<file path="src/rtl/matmul_pkg.sv">
// Shared definitions for the sequential matrix multiplier: default sizes,
// FSM state encoding and width helpers used by the top, MAC and interface.
package matmul_pkg;

   localparam int N_DEF  = 4;
   localparam int DW_DEF = 8;
   localparam int AW_DEF = 5;

   typedef enum logic [1:0] {
      IDLE = 2'd0,
      MAC  = 2'd1,
      EMIT = 2'd2,
      FIN  = 2'd3
   } state_t;

   // Width of a row/column/k index; a 1x1 matrix still needs one bit.
   function automatic int idx_w(input int n);
      return (n > 1) ? $clog2(n) : 1;
   endfunction

   // Accumulator width: an N-term sum of DW x DW products never overflows.
   function automatic int acc_w(input int n, input int dw);
      return 2 * dw + $clog2(n);
   endfunction

endpackage

</file>
<file path="src/rtl/matmul_if.sv">
// Memory-read and result-stream signals of the matrix multiplier.
// master = the multiplier, slave = memories plus the result consumer.
//
// Result handshake: c_valid/c_ready. An element transfers on a rising edge
// where both are high. Once c_valid is raised, c_valid, c_data, c_row and
// c_col hold steady until that transfer; c_ready may toggle freely.
interface matmul_if #(
   parameter int N  = matmul_pkg::N_DEF,
   parameter int DW = matmul_pkg::DW_DEF,
   parameter int AW = matmul_pkg::AW_DEF
);
   localparam int IW = matmul_pkg::idx_w(N);
   localparam int CW = matmul_pkg::acc_w(N, DW);

   logic [AW-1:0] a_addr;
   logic          a_rd;
   logic [DW-1:0] a_data;
   logic [AW-1:0] b_addr;
   logic          b_rd;
   logic [DW-1:0] b_data;
   logic [CW-1:0] c_data;
   logic [IW-1:0] c_row;
   logic [IW-1:0] c_col;
   logic          c_valid;
   logic          c_ready;

   modport master (
      output a_addr, a_rd, input a_data,
      output b_addr, b_rd, input b_data,
      output c_data, c_row, c_col, c_valid,
      input  c_ready
   );

   modport slave (
      input  a_addr, a_rd, output a_data,
      input  b_addr, b_rd, output b_data,
      input  c_data, c_row, c_col, c_valid,
      output c_ready
   );

endinterface

</file>
<file path="src/rtl/matmul_mac.sv">
// Multiply-accumulate register: acc <= acc + op_a*op_b when enabled.
// clear has priority over enable so a new element always starts from zero.
module matmul_mac
   import matmul_pkg::*;
#(
   parameter int DW = DW_DEF,
   parameter int CW = acc_w(N_DEF, DW_DEF)
) (
   input  logic          clk,
   input  logic          rst,
   input  logic          clear,
   input  logic          enable,
   input  logic [DW-1:0] op_a,
   input  logic [DW-1:0] op_b,
   output logic [CW-1:0] acc
);

   logic [2*DW-1:0] prod;

   assign prod = {{DW{1'b0}}, op_a} * {{DW{1'b0}}, op_b};

   // Accumulate one product per enabled cycle; reset or clear zeroes it.
   always_ff @(posedge clk) begin
      if (rst || clear) begin
         acc <= '0;
      end else if (enable) begin
         acc <= acc + CW'(prod);
      end
   end

endmodule

</file>
<file path="src/rtl/matmul_seq.sv">
// Sequential C = A*B over two external read-only memories. One MAC per cycle:
// each element takes N MAC cycles, then waits in EMIT for the result
// handshake. Elements are produced row-major (i outer, j inner).
module matmul_seq
   import matmul_pkg::*;
#(
   parameter int N      = N_DEF,
   parameter int DW     = DW_DEF,
   parameter int AW     = AW_DEF,
   parameter int A_BASE = 0,
   parameter int B_BASE = 0
) (
   input  logic   clk,
   input  logic   rst,
   input  logic   start,
   matmul_if.master bus,
   output logic   busy,
   output logic   done,
   output state_t state_dbg
);

   localparam int IW = idx_w(N);
   localparam int CW = acc_w(N, DW);
   localparam logic [IW-1:0] LAST = IW'(N - 1);

   state_t        state;
   state_t        state_n;
   logic [IW-1:0] i_q;
   logic [IW-1:0] j_q;
   logic [IW-1:0] k_q;
   logic [AW-1:0] a_addr_q;
   logic [AW-1:0] b_addr_q;
   logic [AW-1:0] a_addr_n;
   logic [AW-1:0] b_addr_n;
   logic [CW-1:0] acc;
   logic          mac_clr;
   logic          mac_en;
   logic          last_i;
   logic          last_j;
   logic          last_k;

   assign last_i = (i_q == LAST);
   assign last_j = (j_q == LAST);
   assign last_k = (k_q == LAST);

   // Row-major addresses; the AW-bit arithmetic wraps modulo 2^AW.
   assign a_addr_n = AW'(A_BASE) + AW'(i_q) * AW'(N) + AW'(k_q);
   assign b_addr_n = AW'(B_BASE) + AW'(k_q) * AW'(N) + AW'(j_q);

   // State register; reset abandons any element in flight.
   always_ff @(posedge clk) begin
      if (rst) begin
         state <= IDLE;
      end else begin
         state <= state_n;
      end
   end

   // Next state and MAC control; start only matters in IDLE.
   always_comb begin
      state_n = state;
      mac_clr = 1'b0;
      mac_en  = 1'b0;
      case (state)
         IDLE: begin
            if (start) begin
               mac_clr = 1'b1;
               state_n = MAC;
            end
         end
         MAC: begin
            mac_en = 1'b1;
            if (last_k) begin
               state_n = EMIT;
            end
         end
         EMIT: begin
            if (bus.c_ready) begin
               mac_clr = 1'b1;
               state_n = (last_i && last_j) ? FIN : MAC;
            end
         end
         FIN: begin
            state_n = IDLE;
         end
         default: begin
            state_n = IDLE;
         end
      endcase
   end

   // Loop indices and the last-issued read addresses.
   always_ff @(posedge clk) begin
      if (rst) begin
         i_q      <= '0;
         j_q      <= '0;
         k_q      <= '0;
         a_addr_q <= '0;
         b_addr_q <= '0;
      end else begin
         case (state)
            IDLE: begin
               if (start) begin
                  i_q <= '0;
                  j_q <= '0;
                  k_q <= '0;
               end
            end
            MAC: begin
               k_q      <= last_k ? '0 : k_q + 1'b1;
               a_addr_q <= a_addr_n;
               b_addr_q <= b_addr_n;
            end
            EMIT: begin
               if (bus.c_ready) begin
                  j_q <= last_j ? '0 : j_q + 1'b1;
                  if (last_j) begin
                     i_q <= last_i ? '0 : i_q + 1'b1;
                  end
               end
            end
            default: begin
            end
         endcase
      end
   end

   matmul_mac #(
      .DW(DW),
      .CW(CW)
   ) u_mac (
      .clk    (clk),
      .rst    (rst),
      .clear  (mac_clr),
      .enable (mac_en),
      .op_a   (bus.a_data),
      .op_b   (bus.b_data),
      .acc    (acc)
   );

   // Reads are live only in MAC; otherwise the bus parks on the last address.
   assign bus.a_rd   = (state == MAC);
   assign bus.b_rd   = (state == MAC);
   assign bus.a_addr = (state == MAC) ? a_addr_n : a_addr_q;
   assign bus.b_addr = (state == MAC) ? b_addr_n : b_addr_q;

   assign bus.c_valid = (state == EMIT);
   assign bus.c_data  = (state == EMIT) ? acc : '0;
   assign bus.c_row   = i_q;
   assign bus.c_col   = j_q;

   assign busy      = (state == MAC) || (state == EMIT);
   assign done      = (state == FIN);
   assign state_dbg = state;

endmodule
</file>
<file path="src/flat_wrapper.sv">
// flat-port wrapper written by rule: the top's interface ports become plain ports
module matmul_seq_flat import matmul_pkg::*;
#(
   parameter int N      = N_DEF,
   parameter int DW     = DW_DEF,
   parameter int AW     = AW_DEF,
   parameter int A_BASE = 0,
   parameter int B_BASE = 0
)
  (clk, rst, start, busy, done, state_dbg, bus_a_addr, bus_a_rd, bus_a_data, bus_b_addr, bus_b_rd, bus_b_data, bus_c_data, bus_c_row, bus_c_col, bus_c_valid, bus_c_ready);
  matmul_if #(.N(N), .DW(DW), .AW(AW)) bus_i ();
  input  logic clk;
  input  logic rst;
  input  logic start;
  output logic busy;
  output logic done;
  output state_t state_dbg;
  output wire logic [$bits(bus_i.a_addr)-1:0] bus_a_addr;
  output wire logic [$bits(bus_i.a_rd)-1:0] bus_a_rd;
  input wire logic [$bits(bus_i.a_data)-1:0] bus_a_data;
  output wire logic [$bits(bus_i.b_addr)-1:0] bus_b_addr;
  output wire logic [$bits(bus_i.b_rd)-1:0] bus_b_rd;
  input wire logic [$bits(bus_i.b_data)-1:0] bus_b_data;
  output wire logic [$bits(bus_i.c_data)-1:0] bus_c_data;
  output wire logic [$bits(bus_i.c_row)-1:0] bus_c_row;
  output wire logic [$bits(bus_i.c_col)-1:0] bus_c_col;
  output wire logic [$bits(bus_i.c_valid)-1:0] bus_c_valid;
  input wire logic [$bits(bus_i.c_ready)-1:0] bus_c_ready;
  assign bus_a_addr = bus_i.a_addr;
  assign bus_a_rd = bus_i.a_rd;
  assign bus_i.a_data = bus_a_data;
  assign bus_b_addr = bus_i.b_addr;
  assign bus_b_rd = bus_i.b_rd;
  assign bus_i.b_data = bus_b_data;
  assign bus_c_data = bus_i.c_data;
  assign bus_c_row = bus_i.c_row;
  assign bus_c_col = bus_i.c_col;
  assign bus_c_valid = bus_i.c_valid;
  assign bus_i.c_ready = bus_c_ready;
  matmul_seq #(.N(N), .DW(DW), .AW(AW), .A_BASE(A_BASE), .B_BASE(B_BASE)) u_core (.clk(clk), .rst(rst), .start(start), .bus(bus_i), .busy(busy), .done(done), .state_dbg(state_dbg));
endmodule
</file>
<file path="config.mk">
export PLATFORM = sky130hd
export DESIGN_NAME = matmul_seq_flat
export DESIGN_NICKNAME = d
export VERILOG_FILES = /design/src/rtl/matmul_pkg.sv /design/src/rtl/matmul_if.sv /design/src/rtl/matmul_mac.sv /design/src/rtl/matmul_seq.sv /design/src/flat_wrapper.sv
export SDC_FILE = /design/constraint.sdc
export NUM_CORES = 1
export LEC_CHECK = 0
export CORE_ASPECT_RATIO = 0.9
export CORE_UTILIZATION = 49
export DETAILED_ROUTE_END_ITERATION = 16
export PLACE_DENSITY = 0.73
export SYNTH_ARGS = -nofsm -noshare
export SYNTH_HDL_FRONTEND = slang
export SYNTH_SLANG_ARGS = --single-unit
</file>
<file path="constraint.sdc">
create_clock -name clk -period 5.2 [get_ports clk]
set_input_delay 0.52 -clock clk [delete_from_list [all_inputs] [get_ports clk]]
set_output_delay 0.52 -clock clk [all_outputs]
set_load 0.02 [all_outputs]
</file>
==> results_dict.tcl, run 1 <==
set metrics [dict create \
    status "finished, final reports clean" \
    critPathTopFamily "adder cells" \
    fin_skew_ns 0.00414 \
    grt_max_degree 29 \
    grt-ovfl-total 0 \
    critPathSlowestCell "clkdlybuf4s50_1" \
    start_util_pct 50.5 \
    synth_top_area_share_pct 23.1 \
    multi_input_area_mm2 0.00311 \
    wl_per_cell_um 13.5 \
    ctsResizeCount 0 \
    antenna_left 0 \
    worst-path-max-fanout 8 \
    dr.pass1.iters 4 \
    die_area_mm2 0.00922 \
    ff_latch_area_um2 721 \
    syn_avg_cell_area_um2 8.31 \
    finalWeightedCongestion 1.02 \
    diodes 0 \
    clock_latency_ns 0.28 \
    area_delta_synth_final_pct 19.4 \
    via_per_inst 5.18 \
    hold_viol 0 \
    synth_edf_count 0 \
    whs_ns 0.492 \
    post_dp_cell_area_mm2 0.00507 \
    syn_area_mm2 0.00433 \
    slew_violations 0 \
    htreeDepth 2 \
    clockBufferDepth 2 \
    design_area_mm2 0.00517 \
    nets 698 \
    post-cts-setup-buffers 0 \
    crit_type "in2reg" \
    reg2reg_slack_ns 0.79 \
    peakVddDrop_uv 317 \
    yosys_most_used_dff "dfxtp_1" \
    coreArea_mm2 0.00857 \
    critical-path-max-stage-delay_ns 0.68 \
    die_h_um 91.2 \
    worstMarginPinSlew_ns 0.842 \
    drive_gt1_share_pct 5.34 \
    final_cell_mix "inv_1 (108), clkdlybuf4s50_1 (58), and2_1 (53), fa_1 (50)" \
    dp_hpwl_um 7770 \
    yosysSeqAreaShare_pct 16.6 \
    yosys_warnings 0 \
    wirelength_um 9470 \
    clock_sinks 36 \
    die_x_um 101 \
    io_buffers 58 \
    yosys-top-cells-area "fa_1 (23%), dfxtp_1 (17%), ha_1 (14%)" \
    p_leak_nw 2.41 \
    max_freq_ghz 0.200 \
    max_slew_margin_pct 43.9 \
    power_density_mw_per_mm2 474 \
    antenna_found_initial 0 \
    rsz0062_at_grt "no" \
    grt_pass1_vias 3383 \
    arrival_ns 5.16 \
    start_kind "input port" \
    setup_violations 0 \
    clkTransAtPathRegs_ns 0.07 \
    grt_usage_pct 21.1 \
    io_pins 59 \
    cp.required_ns 5.36 \
    crit_buf_inv 4 \
    fillers 799 \
    crit_chain "clkdlybuf4s50_1 > nand2_1 > fa_1 > inv_1 > fa_1 > inv_1 > fa_1 > fa_1 > inv_1 > ha_1 > o21ai_0 > o21ai_0 > a211oi_1 > o21ai_0 > xnor2_1 > o21ai_0" \
    dr.first_iter.drc_count 215 \
    cp-end-kind "register" \
    grt_pass1_wl_um 15700 \
    synth_nets 638 \
    drcViolationCount 0 \
    hold_class "reg2reg" \
    drv_cap 0 \
    synth_cells 521 \
    fin_tns_setup_ns 0 \
    fin_crit_sh_pct 96.1 \
    synth_top_area_cell "fa_1" \
    synth-seq-cells 36 \
    fin_crit_ns 5.00 \
    cts_hold_buf 0 \
    vias 3624 \
    async_flop_share_pct 0 \
    cts_buffers 5 \
    cts_root_buffer "clkbuf_8" \
    layout_commonest_cell "inv_1" \
    core.rowCount 32 \
    cts_tree "built" \
    ys_types 47 \
]
stage by stage:
| step | std cells | power, W | setup slack [ns] | utilization, % |
|---|---|---|---|---|
| floorplan | 521 | 0.00173 | 0.679 | - |
| global placement | 693 | 0.00218 | 0.0230 | 59.2 |
| detailed placement | 693 | 0.00223 | -0.0522 | 59.2 |
| CTS | 700 | 0.00246 | 0.236 | 60.3 |
| global route | 700 | 0.00271 | 0.000298 | 60.3 |
| finish | 700 | 0.00245 | 0.205 | 60.3 |
registers in the layout (all words and copies together), names as in the netlist:
signal / count
u_core.bus.c_col: 2
u_core.bus.c_row: 2
u_core.a_addr_q: 5
u_core.state_dbg: 2
u_core.u_mac.acc: 18
u_core.k_q: 2
u_core.b_addr_q: 5
Yosys cell counts (9+ instances only):
cell	number
dfxtp_1	36
inv_1	108
clkbuf_1	13
and2_1	53
ha_1	47
o21ai_0	20
nor2b_1	16
nor3_1	9
nand2_1	47
a21oi_1	15
nor2_1	30
fa_1	50
worst register-to-register path: stages (launching register included):
cell and delay (ns):
dfxtp_1 0.35, inv_1 0.09, fa_1 0.53, inv_1 0.05
fa_1 0.50, inv_1 0.05, fa_1 0.46, fa_1 0.55
inv_1 0.04, ha_1 0.32, o21ai_0 0.17, o21ai_0 0.19
a211oi_1 0.46, o21ai_0 0.21, xnor2_1 0.22, o21ai_0 0.10
final timing paths:
kind         depth (start not counted)                              start                           endpoint
max reg2reg                         15   u_core.u_mac.acc[6]$_SDFFE_PP0P_  u_core.u_mac.acc[14]$_SDFFE_PP0P_
max                                 16                      bus_a_data[5]  u_core.u_mac.acc[14]$_SDFFE_PP0P_
min                                  2  u_core.u_mac.acc[15]$_SDFFE_PP0P_  u_core.u_mac.acc[15]$_SDFFE_PP0P_
min reg2reg                          2  u_core.u_mac.acc[15]$_SDFFE_PP0P_  u_core.u_mac.acc[15]$_SDFFE_PP0P_
per-layer routing:
layer / wire length, um / up-vias / part of all wire (%) / global-route usage (%)
li1: - / 1761 / - / -
met1: 4360 / 1784 / 46 / 29.2
met2: 4720 / 68 / 50 / 35.7
met3: 296 / 11 / 3.1 / 2.85
met4: 100 / 0 / 1.1 / 3.26
met5: 0 / - / 0 / 0
cell families after synthesis:
kind of cell	count (synthesis)	synth area share (%)
AO/OA/AOI/OAI	74	11.4
multiplexers	10	2.43
flip-flops	36	16.6
AND/OR/NAND/NOR	173	20.5
XOR/XNOR	4	0.809
adder cells (fa/ha/maj)	97	36.7
buffers and inverters	127	11.5
area by class of cell:
type,count,area share [%]
clock buffer,7,1.86
inverter,108,7.84
multi-input combinational,358,60.2
sequential,36,13.9
tap,119,2.88
timing repair buffer,72,13.3
report_power, final:
group          internal (W)  switching (W)
Sequential         0.000322      0.0000419
Combinational      0.000804        0.00107
Clock              0.000118      0.0000948
Total               0.00124        0.00121
No activity file was read; power rests on OpenSTA's default activity.
==> inputs of run 2 (changes only) <==
--- a/config.mk
+++ b/config.mk
@@ -8,7 +8,7 @@
 export CORE_ASPECT_RATIO = 0.9
 export CORE_UTILIZATION = 49
 export DETAILED_ROUTE_END_ITERATION = 16
-export PLACE_DENSITY = 0.73
+export PLACE_DENSITY = 0.8
 export SYNTH_ARGS = -nofsm -noshare
 export SYNTH_HDL_FRONTEND = slang
 export SYNTH_SLANG_ARGS = --single-unit
==> run 2 against run 1 <==
  * Utilization up 0.073 points
  * Wire length up 0.11%
  * Largest power group unchanged
  * Flip-flop and latch count unchanged
  * First-iteration DRC count down 29%
  * Critical path depth down 1
  * Sequential share of layout area about the same
  * Non-clock buffer count down 2
  * Sequential power about the same
  * Global-route usage up 0.87 points
  * Critical endpoint is now u_core.u_mac.acc[17]$_SDFFE_PP0P_
  * Clock skew up 0.0035 ns
  * Combinational power about the same
==> results_dict.tcl, run 2 (synthesized netlist as in run 1, its figures left out) <==
set metrics [dict create \
    drv_cap 0 \
    fin_crit_ns 4.98 \
    cts_buffers 5 \
    grt_usage_pct 22.0 \
    dr.first_iter.drc_count 152 \
    post_dp_cell_area_mm2 0.00506 \
    rr_startpoint "u_core.u_mac.acc[6]$_SDFFE_PP0P_" \
    crit_type "in2reg" \
    arrival_ns 5.20 \
    peakVddDrop_uv 344 \
    die_x_um 101 \
    design_area_mm2 0.00517 \
    power_w 0.00249 \
    max_freq_ghz 0.201 \
    wirelength_um 9480 \
    start_util_pct 50.5 \
    cts_root_buffer "clkbuf_8" \
    htreeDepth 2 \
    core.rowCount 32 \
    setup_violations 0 \
    diodes 0 \
    hold_class "reg2reg" \
    min_path_cells 2 \
    hold_start "u_core.u_mac.acc[9]$_SDFFE_PP0P_" \
    top_regs "u_core.u_mac.acc: 18 flops, u_core.a_addr_q: 5 flops, u_core.b_addr_q: 5 flops" \
    start_kind "input port" \
    dr.pass1.iters 4 \
    clkTransAtPathRegs_ns 0.07 \
    die_area_mm2 0.00922 \
    clock_latency_ns 0.29 \
    drive_gt1_share_pct 5.17 \
    worstMarginPinSlew_ns 0.812 \
    r2r_cells 15 \
    cp.required_ns 5.42 \
    grt-ovfl-total 0 \
    top_register "u_core.u_mac.acc" \
    largest_reg_flops 18 \
    wl_per_cell_um 13.6 \
    power_density_mw_per_mm2 481 \
    p_leak_nw 2.42 \
    coreArea_mm2 0.00857 \
    cts_tree "built" \
    final_cell_mix "inv_1 (108), clkdlybuf4s50_1 (56), and2_1 (53), fa_1 (50)" \
    vias 3599 \
    grt_max_degree 29 \
    reg2reg_slack_ns 0.85 \
    whs_ns 0.496 \
    finalWeightedCongestion 0.967 \
    clock_sinks 36 \
    area_delta_synth_final_pct 19.5 \
    antenna_left 0 \
    fin_crit_sh_pct 95.9 \
    io_buffers 58 \
    r2r_end "u_core.u_mac.acc[12]$_SDFFE_PP0P_" \
    fin_tns_setup_ns 0 \
    grt_pass1_vias 3575 \
    die_h_um 91.2 \
    via_per_inst 5.15 \
    cp-end-kind "register" \
    io_pins 59 \
    slew_violations 0 \
    worst-path-max-fanout 8 \
    drcViolationCount 0 \
    grt_pass1_wl_um 16200 \
    status "finished, final reports clean" \
    clockBufferDepth 2 \
    worstHoldEndpoint "u_core.u_mac.acc[9]$_SDFFE_PP0P_" \
    dp_hpwl_um 7810 \
    nets 696 \
    rsz0062_at_grt "no" \
    hold_viol 0 \
    max_slew_margin_pct 45.8 \
    layout_commonest_cell "inv_1" \
    antenna_found_initial 0 \
    fin_skew_ns 0.00764 \
]
run 2: cell types whose count changed in the layout (fill, tap and decap cells not counted):
| cell | change |
|---|---|
| buf_4 | -2 |
| clkbuf_8 | -2 |
| clkdlybuf4s50_1 | -2 |
| dlymetal6s2s_1 | +2 |
| a211oi_1 | -1 |
| a211oi_2 | +1 |
| bufinv_16 | +1 |
| clkbuf_1 | +1 |
| clkinv_2 | +1 |
run 2: through the flow:
stage,utilization (%),setup WS [ns],std cells
after floorplan,-,0.679,521
after global placement,59.0,0.0164,691
after detailed placement,59.0,-0.0698,691
after CTS,60.3,0.220,699
after global routing,60.4,0.00661,699
final,60.4,0.216,699
run 2: worst max-delay path by stage:
stage | startpoint | to | slack [ns] | depth (start not counted)
finish | bus_a_data[3] | u_core.u_mac.acc[17]$_SDFFE_PP0P_ | 0.22 | 15
global route | bus_a_data[1] | u_core.u_mac.acc[15]$_SDFFE_PP0P_ | 0.007 | 16
CTS | bus_a_data[4] | u_core.u_mac.acc[17]$_SDFFE_PP0P_ | 0.22 | 15
detailed placement | bus_a_data[4] | u_core.u_mac.acc[17]$_SDFFE_PP0P_ | -0.07 | 15
global placement | bus_a_data[4] | u_core.u_mac.acc[17]$_SDFFE_PP0P_ | 0.02 | 15
floorplan | bus_b_data[1] | u_core.u_mac.acc[17]$_SDFFE_PP0P_ | 0.68 | 16
run 2: what timing repair did:
action | CTS | global route
gates resized for setup | 0 | 3
setup endpoints to repair | 0 | 3
hold buffers | 0 | 0
setup buffers | 0 | 0
run 2: final cells by class:
type	count	area, um2
Tap cell	119	149
Clock inverter	2	35.0
Clock buffer	6	72.6
Inverter	108	405
Multi-Input combinational cell	358	3120
Timing Repair Buffer	70	676
Fill cell	745	3390
Sequential cell	36	721
run 2: worst max-delay path, cell delays in order:
cell,delay (ns)
clkdlybuf4s50_1,0.56
and2_1,0.26
fa_1,0.51
fa_1,0.54
fa_1,0.55
inv_1,0.05
fa_1,0.52
inv_1,0.04
ha_1,0.33
a21oi_1,0.19
o21ai_2,0.06
a221o_1,0.31
o21a_1,0.20
or4_1,0.40
a21oi_1,0.16
run 2: power breakdown:
group / switching [W] / total [W] / internal (W)
logic: 0.00107 / 0.00188 / 0.000807
registers: 0.0000435 / 0.000366 / 0.000322
clock network: 0.0000990 / 0.000241 / 0.000142
total: 0.00122 / 0.00249 / 0.00127
run 2: routing by layer:
metal | up-vias | track usage (%) | wire (um)
li1 | 1758 | - | -
met2 | 75 | 37.8 | 4790
met5 | - | 0 | 0
met4 | 0 | 5.31 | 151
met3 | 15 | 2.77 | 376
met1 | 1751 | 29.2 | 4160
==> inputs of run 3 (changes only) <==
--- a/config.mk
+++ b/config.mk
@@ -5,6 +5,7 @@
 export SDC_FILE = /design/constraint.sdc
 export NUM_CORES = 1
 export LEC_CHECK = 0
+export ABC_CLOCK_PERIOD_IN_PS = 5200
 export CORE_ASPECT_RATIO = 0.9
 export CORE_UTILIZATION = 49
 export DETAILED_ROUTE_END_ITERATION = 16
==> results of run 3 <==
Final layout, timing and power as in run 2 (identical DEF).
